===== src/rtl/fifo_umbral.sv =====
// fifo_umbral: synchronous FIFO with programmable low/high watermark flags.
// Per-queue buffer whose flags feed the transaction-layer control FSM.
//
// Ports:
//   clk          single clock, rising edge
//   reset        synchronous active-low reset
//   push/pop     write/read requests
//   data_in      write data
//   umbral_bajo  low threshold  (almost_empty when count <= umbral_bajo)
//   umbral_alto  high threshold (almost_full  when count >= umbral_alto)
//   data_out     registered read data, valid one cycle after an accepted pop
//   valid_out    data_out holds the word popped in the previous cycle
//   empty/full   count == 0 / count == DEPTH
//   error        sticky overflow/underflow, cleared only by reset
//   count        current fill level 0..DEPTH
module fifo_umbral #(
  parameter int DATA_WIDTH = 6,
  parameter int DEPTH      = 8,
  parameter int ADDR_WIDTH = 3
) (
  input  logic                  clk,
  input  logic                  reset,
  input  logic                  push,
  input  logic                  pop,
  input  logic [DATA_WIDTH-1:0] data_in,
  input  logic [2:0]            umbral_bajo,
  input  logic [2:0]            umbral_alto,
  output logic [DATA_WIDTH-1:0] data_out,
  output logic                  valid_out,
  output logic                  empty,
  output logic                  full,
  output logic                  almost_empty,
  output logic                  almost_full,
  output logic                  error,
  output logic [ADDR_WIDTH:0]   count
);

  logic [DATA_WIDTH-1:0] mem [DEPTH];
  logic [ADDR_WIDTH-1:0] wr_ptr, rd_ptr;
  logic                  pop_ok, push_ok, ovf, unf;
  logic [ADDR_WIDTH:0]   bajo_ext, alto_ext;

  // A full FIFO still accepts a push when a pop frees a slot on the same edge.
  assign pop_ok  = pop && !empty;
  assign push_ok = push && (!full || pop_ok);
  assign ovf     = push && !push_ok;
  assign unf     = pop && empty;

  assign empty    = (count == '0);
  assign full     = (count == (ADDR_WIDTH+1)'(DEPTH));
  assign bajo_ext = (ADDR_WIDTH+1)'(umbral_bajo);
  assign alto_ext = (ADDR_WIDTH+1)'(umbral_alto);
  assign almost_empty = (count <= bajo_ext);
  assign almost_full  = (count >= alto_ext);

  // Storage is not reset; only gated so nothing is written in a reset cycle.
  always_ff @(posedge clk) begin
    if (reset && push_ok) mem[wr_ptr] <= data_in;
  end

  always_ff @(posedge clk) begin
    if (!reset) begin
      wr_ptr    <= '0;
      rd_ptr    <= '0;
      count     <= '0;
      data_out  <= '0;
      valid_out <= 1'b0;
      error     <= 1'b0;
    end else begin
      valid_out <= pop_ok;
      if (pop_ok) begin
        data_out <= mem[rd_ptr];
        rd_ptr   <= rd_ptr + 1'b1;
      end
      if (push_ok) wr_ptr <= wr_ptr + 1'b1;
      case ({push_ok, pop_ok})
        2'b10:   count <= count + 1'b1;
        2'b01:   count <= count - 1'b1;
        default: count <= count;
      endcase
      if (ovf || unf) error <= 1'b1;
    end
  end

endmodule


===== config.mk =====
export PLATFORM = sky130hd
export DESIGN_NAME = fifo_umbral
export DESIGN_NICKNAME = d
export VERILOG_FILES = /design/src/rtl/fifo_umbral.sv
export SDC_FILE = /design/constraint.sdc
export NUM_CORES = 1
export LEC_CHECK = 0
export ABC_CLOCK_PERIOD_IN_PS = 3100
export BUFFER_PORTS_ARGS = -buffer_cell sky130_fd_sc_hd__buf_2
export CORE_MARGIN = 2
export CORE_UTILIZATION = 38
export DETAILED_ROUTE_END_ITERATION = 8
export HOLD_SLACK_MARGIN = 0.12
export PLACE_DENSITY = 0.62
export SYNTH_ARGS = -nofsm -noshare
export SYNTH_HDL_FRONTEND = slang
export SYNTH_SLANG_ARGS = --single-unit

===== constraint.sdc =====
create_clock -name clk -period 3.1 [get_ports clk]
set_clock_uncertainty 0.2 [all_clocks]
set_input_delay 0.62 -clock clk [delete_from_list [all_inputs] [get_ports clk]]
set_output_delay 0.62 -clock clk [all_outputs]
set_load 0.02 [all_outputs]

# Word-level counts from Yosys, hierarchy flattened

Memories as Yosys holds them, arrays and structs flattened. A register that Yosys moved wholly into a read port is not among the register bits.
Index checks and enable logic that the tools add are counted.

Order comparisons: 2
Eq/ne operators: 3
$add $sub $neg: 4
Reduce and logical (&&, ||, !) cells: 13
Multiplexer cells: 3

Operators by type and width:

| cell                                                                  | number |
|---|---|
| 4-bit case mux with 2 select lines                                    | 1 |
| 3-bit by 1-bit adder with 3-bit output, second input constant         | 2 |
| 1-bit logical AND                                                     | 5 |
| 4-bit by 1-bit adder with 4-bit output, second input constant         | 1 |
| 4-bit equality test, second input constant                            | 1 |
| 4-bit by 3-bit greater-or-equal comparator with 1-bit output          | 1 |
| 4-bit by 3-bit less-or-equal comparator with 1-bit output             | 1 |
| 1-bit logical NOT                                                     | 4 |
| 4-bit logical NOT                                                     | 1 |
| 4-bit by 1-bit subtractor with 4-bit output, second input constant    | 1 |
| 2-bit by 1-bit equality test with 1-bit output, second input constant | 1 |
| 2-bit equality test, second input constant                            | 1 |
| 1-bit logical OR                                                      | 2 |
| 1-bit 2-to-1 mux                                                      | 2 |
| 2-bit nonzero test                                                    | 1 |

Word-level logic and storage cells: 31
Input bits: 16
Memories kept: 1
Register bits: 12
Memory bits (writable): 48
Output and inout port bits: 16

Memories:

| name | words | width | rd ports | clocked after Yosys merged registers in | write ports | line | text |
|---|---|---|---|---|---|---|---|
| mem  | 8     | 6     | 1        | 1                                       | 1           | 38   | `logic [DATA_WIDTH-1:0] mem [DEPTH];` |

# Longest topological paths before layout

Gate-level depths: netlist of the first run.

Word-level depth: 8
Gate-level depth with buffers: 10
Gate-level depth less buffers: 8

# Least setup slack after synthesis of the first run

Ideal clock, no wire load.

Path kind: register to register
Start point: register count[0]
End point: register count[3]
Stages on the path, launching flop included: 11
Arrival: 2.473 ns
Setup slack: 0.312 ns
Clock period less this slack: 2.788 ns
Buffers on the path: 2
Data required time: 2.785 ns
Library setup time: 0.115 ns
Cell sequence: dfxtp_1 -> buf_6 -> o41a_2 -> buf_2 -> nand2_1 -> inv_1 -> ha_1 -> a21oi_1 -> a211o_1 -> a32o_1 -> o21a_1

Cells in the longest elaborated chain, start to end: 7
Elaborated cells between the ends (all ways): 13
Those cells by class: add/sub: 2; eq/ne: 3; mux: 1; reduce/logical: 7

RTL lines:

| element                                                                                      | line | text |
|---|---|---|
| from (decl)                                                                                  | 35   | `output logic [ADDR_WIDTH:0] count` |
| from (signal assigned)                                                                       | 77   | `2'b10: count <= count + 1'b1;` |
| from (signal assigned)                                                                       | 78   | `2'b01: count <= count - 1'b1;` |
| from (signal assigned)                                                                       | 79   | `default: count <= count;` |
| 4-bit logical NOT                                                                            | 49   | `assign empty = (count == '0);` |
| 1-bit logical NOT                                                                            | 44   | `assign pop_ok = pop && !empty;` |
| 1-bit logical AND                                                                            | 44   |  |
| 1-bit logical OR                                                                             | 45   | `assign push_ok = push && (!full \|\| pop_ok);` |
| 1-bit logical AND                                                                            | 45   |  |
| 2-bit by 1-bit equality test with 1-bit output / 2-bit equality test (equally long branches) | 76   | `case ({push_ok, pop_ok})` |
| 4-bit case mux with 2 select lines / 2-bit nonzero test (equally long branches)              | --   |  |

Several ways; a longest one is shown, not always the timed one.
A chain may end at the register's enable or synchronous reset.

# Final worst setup path of the first run

Start point: register count[0]
End point: output port almost_full

Cells in the longest elaborated chain, start to end: 1

RTL lines:

| element                                                      | line | text |
|---|---|---|
| 4-bit by 3-bit greater-or-equal comparator with 1-bit output | 54   | `assign almost_full = (count >= alto_ext);` |
| to (decl)                                                    | 33   | `output logic almost_full,` |

Every way passes these cells.

==> reports/results.txt, run 1 <==
Synth Warn # -> 0
CTS sink count -> 66
Global placement routability congestion -> 0.786
Final Hold Vio Count -> 0
Dominant synthesized flop cell -> edfxtp_1
Area grow syn2layout -> 17.5%
RSZ-0062 raised after global routing -> no
Nets -> 269
CP max stage cell -> dfxtp_1
Post-route DRC violation count -> 0
Outcome -> finished, final reports clean
CTS tree -> built
Drt pass-1 iters -> 4
Mapped cell area -> 2890 um^2
Clk root buf -> clkbuf_8
Ys async rst share -> 0%
Clk buf depth -> 2
Largest area contributor in the netlist -> edfxtp_1
Hold WC Path Type -> reg2reg
First-pass GRT wire length -> 8690 um
Number of global-route vias before repair -> 1669
Reported leakage power -> 1.26 nW
Seq/Total Area, Yosys -> 62.3%
Leading post-synthesis cells by cell area -> edfxtp_1, dfxtp_1, mux4_2, ha_1, mux2i_1
Number of flops mapped to enable cells by yosys -> 48
GRT overflow -> 0
Setup TNS -> 0 ns
Syn Nets -> 226
Vias -> 1725
Routed Wire Length -> 5570 um
Slowest cell delay on critical path -> 0.54 ns
Fraction of layout cells with a size suffix above 1 -> 30.8%
Initial DRC Count -> 95
Detailed Place HPWL -> 3710 um
GRT Util Overall -> 14.2%
CTS H-tree depth -> 3
Syn Area/Cell -> 14.5 um^2
Core area -> 7330 um^2
Post-CTS Setup Repair Bufs -> 0
Antenna violations before repair -> 0
Antenna diode count -> 0
Hold WS -> 0.247 ns
Post-route clock period utilization -> 94.1%
Row count -> 31
DR vias/cell -> 4.99
Worst skew pair latency -> 0.34 ns
Largest net degree at the start of global routing -> 16
Die height -> 91.3 um
Antenna violation net count after detailed routing -> 0
Setup crit start kind -> flip-flop
Setup CP Type -> reg2out
# hold bufs at CTS -> 0
Peak Freq -> 343 MHz
Cell breakdown of the critical path -> inv_1 -> ha_1 -> nand2b_1 -> a21o_1 -> a211o_1 -> buf_2
Most frequent cells in the layout -> edfxtp_1, buf_2, dfxtp_1
Die Wd -> 91.3 um
Worst slew margin -> 55.6%
Routed WL per cell -> 16.1 um
Clock slew at reported path FFs -> 0.07 ns
Pwr Density -> 815 nW/um^2
Pins Over Slew Limit -> 0
Netlist cell types -> 39
CTS buffer count -> 9
Area share of the largest cell type after synthesis -> 49.8%
Worst Max-Slew Pin Slew -> 0.666 ns
Pwr Total -> 0.00277 W
Max VDD drop -> 0.424 mV
Post-layout minimum cycle time -> 2.92 ns
Initial Utilization -> 39.5%
CP endpoint kind -> output pin
WP data required -> 2.28 ns
Fillers -> 650
Post-synthesis cell count -> 199
Setup-failing EPs final -> 0
CP Data Arrival Time -> 2.10 ns
Most common cell after layout, fill and taps aside -> edfxtp_1
Max-cap check violation count -> 0
Port buffer count -> 31
Die area -> 8330 um^2
Resize count post-CTS -> 0
Flops & latches, synth -> 66
Crit Path Max Fanout -> 9
Ports -> 32
## worst max-delay path, delay by kind of cell (launching register included)
family                     cells  cell delay [ns]
DFF                            1             0.54
AOI/OAI and AO/OA              2             0.46
adders and majority gates      1             0.29
buffers and inverters          2             0.33
and+or+nand+nor                1             0.14
## cell usage after synthesis, types with 2 or more instances
library cell  number
xor2_1             3
o21ai_0           10
buf_1              2
nor2_1            13
nand4_1            2
mux4_2            12
a211o_1            2
nand2_1            7
nand3_1            4
inv_1             10
ha_1              10
o211ai_1           2
nor2b_1            2
nor3_1             5
xnor2_1            4
a21oi_1           12
mux2i_1            7
nand2b_1           3
buf_2              2
edfxtp_1          48
dfxtp_1           18
nor4_1             2
clkbuf_1           3
## cells by family after synthesis
family,Yosys count,share of synthesized area (%)
flops,66,62.3
simple gates,41,6.92
compound gates,35,8.82
buf+inv,20,3.11
mux,19,11.8
fa+ha+maj,11,5.02
xor+xnor,7,2.12
## where the power goes
group	switching [W]	internal, W
Sequential	0.000113	0.00104
Combinational	0.000513	0.000416
Clock	0.000330	0.000362
Total	0.000956	0.00181
## sequential cells by signal (all words and copies together) (netlist names)
name and count:
mem 48, data_out 6, count 4, rd_ptr 3, wr_ptr 3, error 1, valid_out 1
## final timing paths
check,depth (start not counted),slack [ns],endpoint,from
max,6,0.18,almost_full,count[0]$_SDFFE_PN0P_
min reg2reg,2,0.25,error$_SDFFE_PN0P_,error$_SDFFE_PN0P_
min,2,0.25,error$_SDFFE_PN0P_,error$_SDFFE_PN0P_
max reg2reg,8,0.48,count[3]$_SDFFE_PN0P_,count[3]$_SDFFE_PN0P_
## stage by stage
stage	cells	setup WS, ns	area [um^2]	util, %
6_report	346	0.183	3400	46.4
3_3_place_gp	330	0.540	3200	43.7
4_1_cts	346	0.152	3400	46.4
5_1_grt	346	0.0272	3400	46.4
2_1_floorplan	199	0.312	2890	-
3_5_place_dp	330	0.491	3200	43.7
## layer usage
layer  GRT usage, %  up-vias  share of wire (%)
met5              0        -                  0
met4           6.44        0                1.6
met3           4.48        9                4.3
met2           24.2       37                 52
met1           16.2      838                 42
li1               -      841                  -
## cell type report
cell class,count,area [um^2],area share [%]
sequential,66,1800,53.0
multi-input combinational,113,1000,29.5
timing repair buffer,42,238,6.99
clock buffer,11,163,4.78
tap,99,124,3.64
inverter,10,37.5,1.10
clock inverter,5,35.0,1.03
Note: power is estimated with default switching activity, not from simulation.
==> run 2, diff against run 1 <==
==> constraint.sdc (replaced) <==
create_clock -name clk -period 3.1 [get_ports clk]
set_clock_uncertainty 0.2 [all_clocks]
set_input_delay 0.155 -clock clk [delete_from_list [all_inputs] [get_ports clk]]
set_output_delay 0.155 -clock clk [all_outputs]
set_load 0.02 [all_outputs]
==> reports/results.txt, run 2 (synthesis results as in run 1) <==
Pins Over Slew Limit -> 0 (unchanged)
Nets -> 274 (was 269)
Worst Max-Slew Pin Slew -> 1.07 ns (was 0.666 ns)
Pwr Density -> 785 nW/um^2 (was 815 nW/um^2)
Vias -> 1774 (was 1725)
Clk root buf -> clkbuf_8 (unchanged)
Fillers -> 651 (was 650)
Routed Wire Length -> 5550 um (was 5570 um)
DR vias/cell -> 5.05 (was 4.99)
Worst R2R Setup Slack -> 0.50 ns (was 0.48 ns)
Layout Cells excl Fill -> 351 (was 346)
Outcome -> finished, final reports clean (unchanged)
Largest reg by FF count -> mem (unchanged)
RR Endpoint -> count[3]$_SDFFE_PN0P_ (unchanged)
Max-cap check violation count -> 0 (unchanged)
Max VDD drop -> 0.331 mV (was 0.424 mV)
CTS sink count -> 66 (unchanged)
Die area -> 8330 um^2 (unchanged)
CP max stage cell -> o41a_2 (was dfxtp_1)
Detailed Place HPWL -> 3710 um (about the same)
Largest net degree at the start of global routing -> 16 (unchanged)
Setup WS pre-CTS -> 0.511 ns (was 0.491 ns)
Core area -> 7330 um^2 (unchanged)
Post-CTS Setup Repair Bufs -> 0 (unchanged)
Sequential cell area -> 1800 um^2 (unchanged)
Final Hold Vio Count -> 0 (unchanged)
Global placement routability congestion -> 0.784 (was 0.786)
Worst slew margin -> 28.4% (was 55.6%)
Antenna violations before repair -> 0 (unchanged)
Post-layout minimum cycle time -> 2.60 ns (was 2.92 ns)
Initial DRC Count -> 102 (was 95)
Most frequent cells in the layout -> edfxtp_1, buf_2, dfxtp_1 (unchanged)
Setup crit start -> count[1]$_SDFFE_PN0P_ (was count[0]$_SDFFE_PN0P_)
Die Wd -> 91.3 um (unchanged)
DP Cell Count -> 326 (was 330)
Peak Freq -> 384 MHz (was 343 MHz)
Routed WL per cell -> 15.8 um (was 16.1 um)
Setup CP Type -> reg2reg (was reg2out)
Area grow syn2layout -> 18.4% (was 17.5%)
Setup crit start kind -> flip-flop (unchanged)
WP data required -> 3.14 ns (was 2.28 ns)
Row count -> 31 (unchanged)
Resize count post-CTS -> 0 (unchanged)
Reported leakage power -> 1.26 nW (about the same)
RSZ-0062 raised after global routing -> no (unchanged)
GRT Util Overall -> 14.6% (was 14.2%)
Cell breakdown of the critical path -> o41a_2 -> nand2_1 -> inv_1 -> ha_1 -> a21oi_1 -> nand4_1 -> a32o_1 -> o21a_1 (was inv_1 -> ha_1 -> nand2b_1 -> a21o_1 -> a211o_1 -> buf_2)
Drt pass-1 iters -> 4 (unchanged)
Crit Path Max Fanout -> 11 (was 9)
R2r worst-path depth -> 8 (unchanged)
Hold Path Cell Cnt -> 2 (unchanged)
CTS tree -> built (unchanged)
Crit path buf inv count -> 1 (was 2)
Setup TNS -> 0 ns (unchanged)
Setup-failing EPs final -> 0 (unchanged)
GRT overflow -> 0 (unchanged)
Die height -> 91.3 um (unchanged)
Largest delay contributor family on the critical path -> compound AO/OA/AOI/OAI gates (was flip-flops)
Post-route clock period utilization -> 83.9% (was 94.1%)
Clk buf depth -> 2 (unchanged)
Reg2reg start -> count[1]$_SDFFE_PN0P_ (was count[3]$_SDFFE_PN0P_)
Number of global-route vias before repair -> 1791 (was 1669)
Most common cell after layout, fill and taps aside -> edfxtp_1 (unchanged)
Worst skew pair latency -> 0.34 ns (about the same)
Port buffer count -> 31 (unchanged)
Antenna diode count -> 0 (unchanged)
Hold WC Path Type -> reg2reg (unchanged)
Largest registers -> mem: 48 flops, data_out: 6 flops, count: 4 flops (unchanged)
CTS H-tree depth -> 3 (unchanged)
Hold endpoint -> error$_SDFFE_PN0P_ (unchanged)
Clock slew at reported path FFs -> 0.07 ns (about the same)
# hold bufs at CTS -> 9 (was 0)
Post-route DRC violation count -> 0 (unchanged)
Initial Utilization -> 39.5% (unchanged)
Antenna violation net count after detailed routing -> 0 (unchanged)
Hold_sp -> error$_SDFFE_PN0P_ (unchanged)
First-pass GRT wire length -> 9160 um (was 8690 um)
CP endpoint kind -> flip-flop (was output pin)
Slowest cell delay on critical path -> 0.49 ns (was 0.54 ns)
CTS buffer count -> 9 (unchanged)
Final setup margin -> 0.498 ns (was 0.183 ns)
Area of the multi-input gates -> 1000 um^2 (unchanged)
CP Data Arrival Time -> 2.64 ns (was 2.10 ns)
Max reg flops -> 48 (unchanged)
Fraction of layout cells with a size suffix above 1 -> 27.8% (was 30.8%)
Ports -> 32 (unchanged)
## run 2: cell types whose count changed in the layout (fill, tap and decap cells not counted), sizes merged
cell / before / now
buf: 42 / 38
clkinv: 3 / 4
dlygate4sd3: 0 / 9
inv: 11 / 10
## run 2: worst max path at each step
stage / end / slack (ns) / cells after the start
finish: count[3]$_SDFFE_PN0P_ / 0.50 / 8
global route: count[3]$_SDFFE_PN0P_ / 0.35 / 8
CTS: count[3]$_SDFFE_PN0P_ / 0.49 / 8
detailed placement: count[3]$_SDFFE_PN0P_ / 0.51 / 8
global placement: count[3]$_SDFFE_PN0P_ / 0.58 / 8
floorplan: count[3]$_SDFFE_PN0P_ / 0.31 / 10
## run 2: metal layers
layer	vias up	share of wire [%]	global-route usage (%)
met2	34	51	24.8
met1	879	44	17.4
met5	-	0	0
li1	850	-	-
met4	0	2.1	7.32
met3	11	3.2	3.49
## run 2: final cells by class
class	instances	share of cell area, %
clock buffer	11	3.83
clock inverter	5	0.913
inverter	10	1.10
multi-input combinational	113	29.3
sequential	66	52.6
tap	99	3.62
timing repair buffer	47	8.69
## run 2: through the flow
step | power [W] | util, % | hold WS (ns) | cell area (um^2)
2_1_floorplan | 0.00185 | - | 0.0539 | 2890
3_3_place_gp | 0.00210 | 43.3 | 0.231 | 3170
3_5_place_dp | 0.00211 | 43.3 | 0.233 | 3170
4_1_cts | 0.00272 | 46.7 | 0.256 | 3430
5_1_grt | 0.00286 | 46.7 | 0.299 | 3430
6_report | 0.00269 | 46.7 | 0.248 | 3430
## run 2: worst reg2reg max path, cell delays in order (launching register included)
cell	delay, ns
dfxtp_1	0.43
o41a_2	0.49
nand2_1	0.11
inv_1	0.07
ha_1	0.32
a21oi_1	0.32
nand4_1	0.14
a32o_1	0.27
o21a_1	0.16
## run 2: power by group
part	switching [W]	internal, W	total, W	leakage [nW]
clock	0.000316	0.000287	0.000603	0.0831
sequential	0.000118	0.00104	0.00116	0.582
combinational	0.000510	0.000419	0.000929	0.591
total	0.000944	0.00174	0.00269	1.26
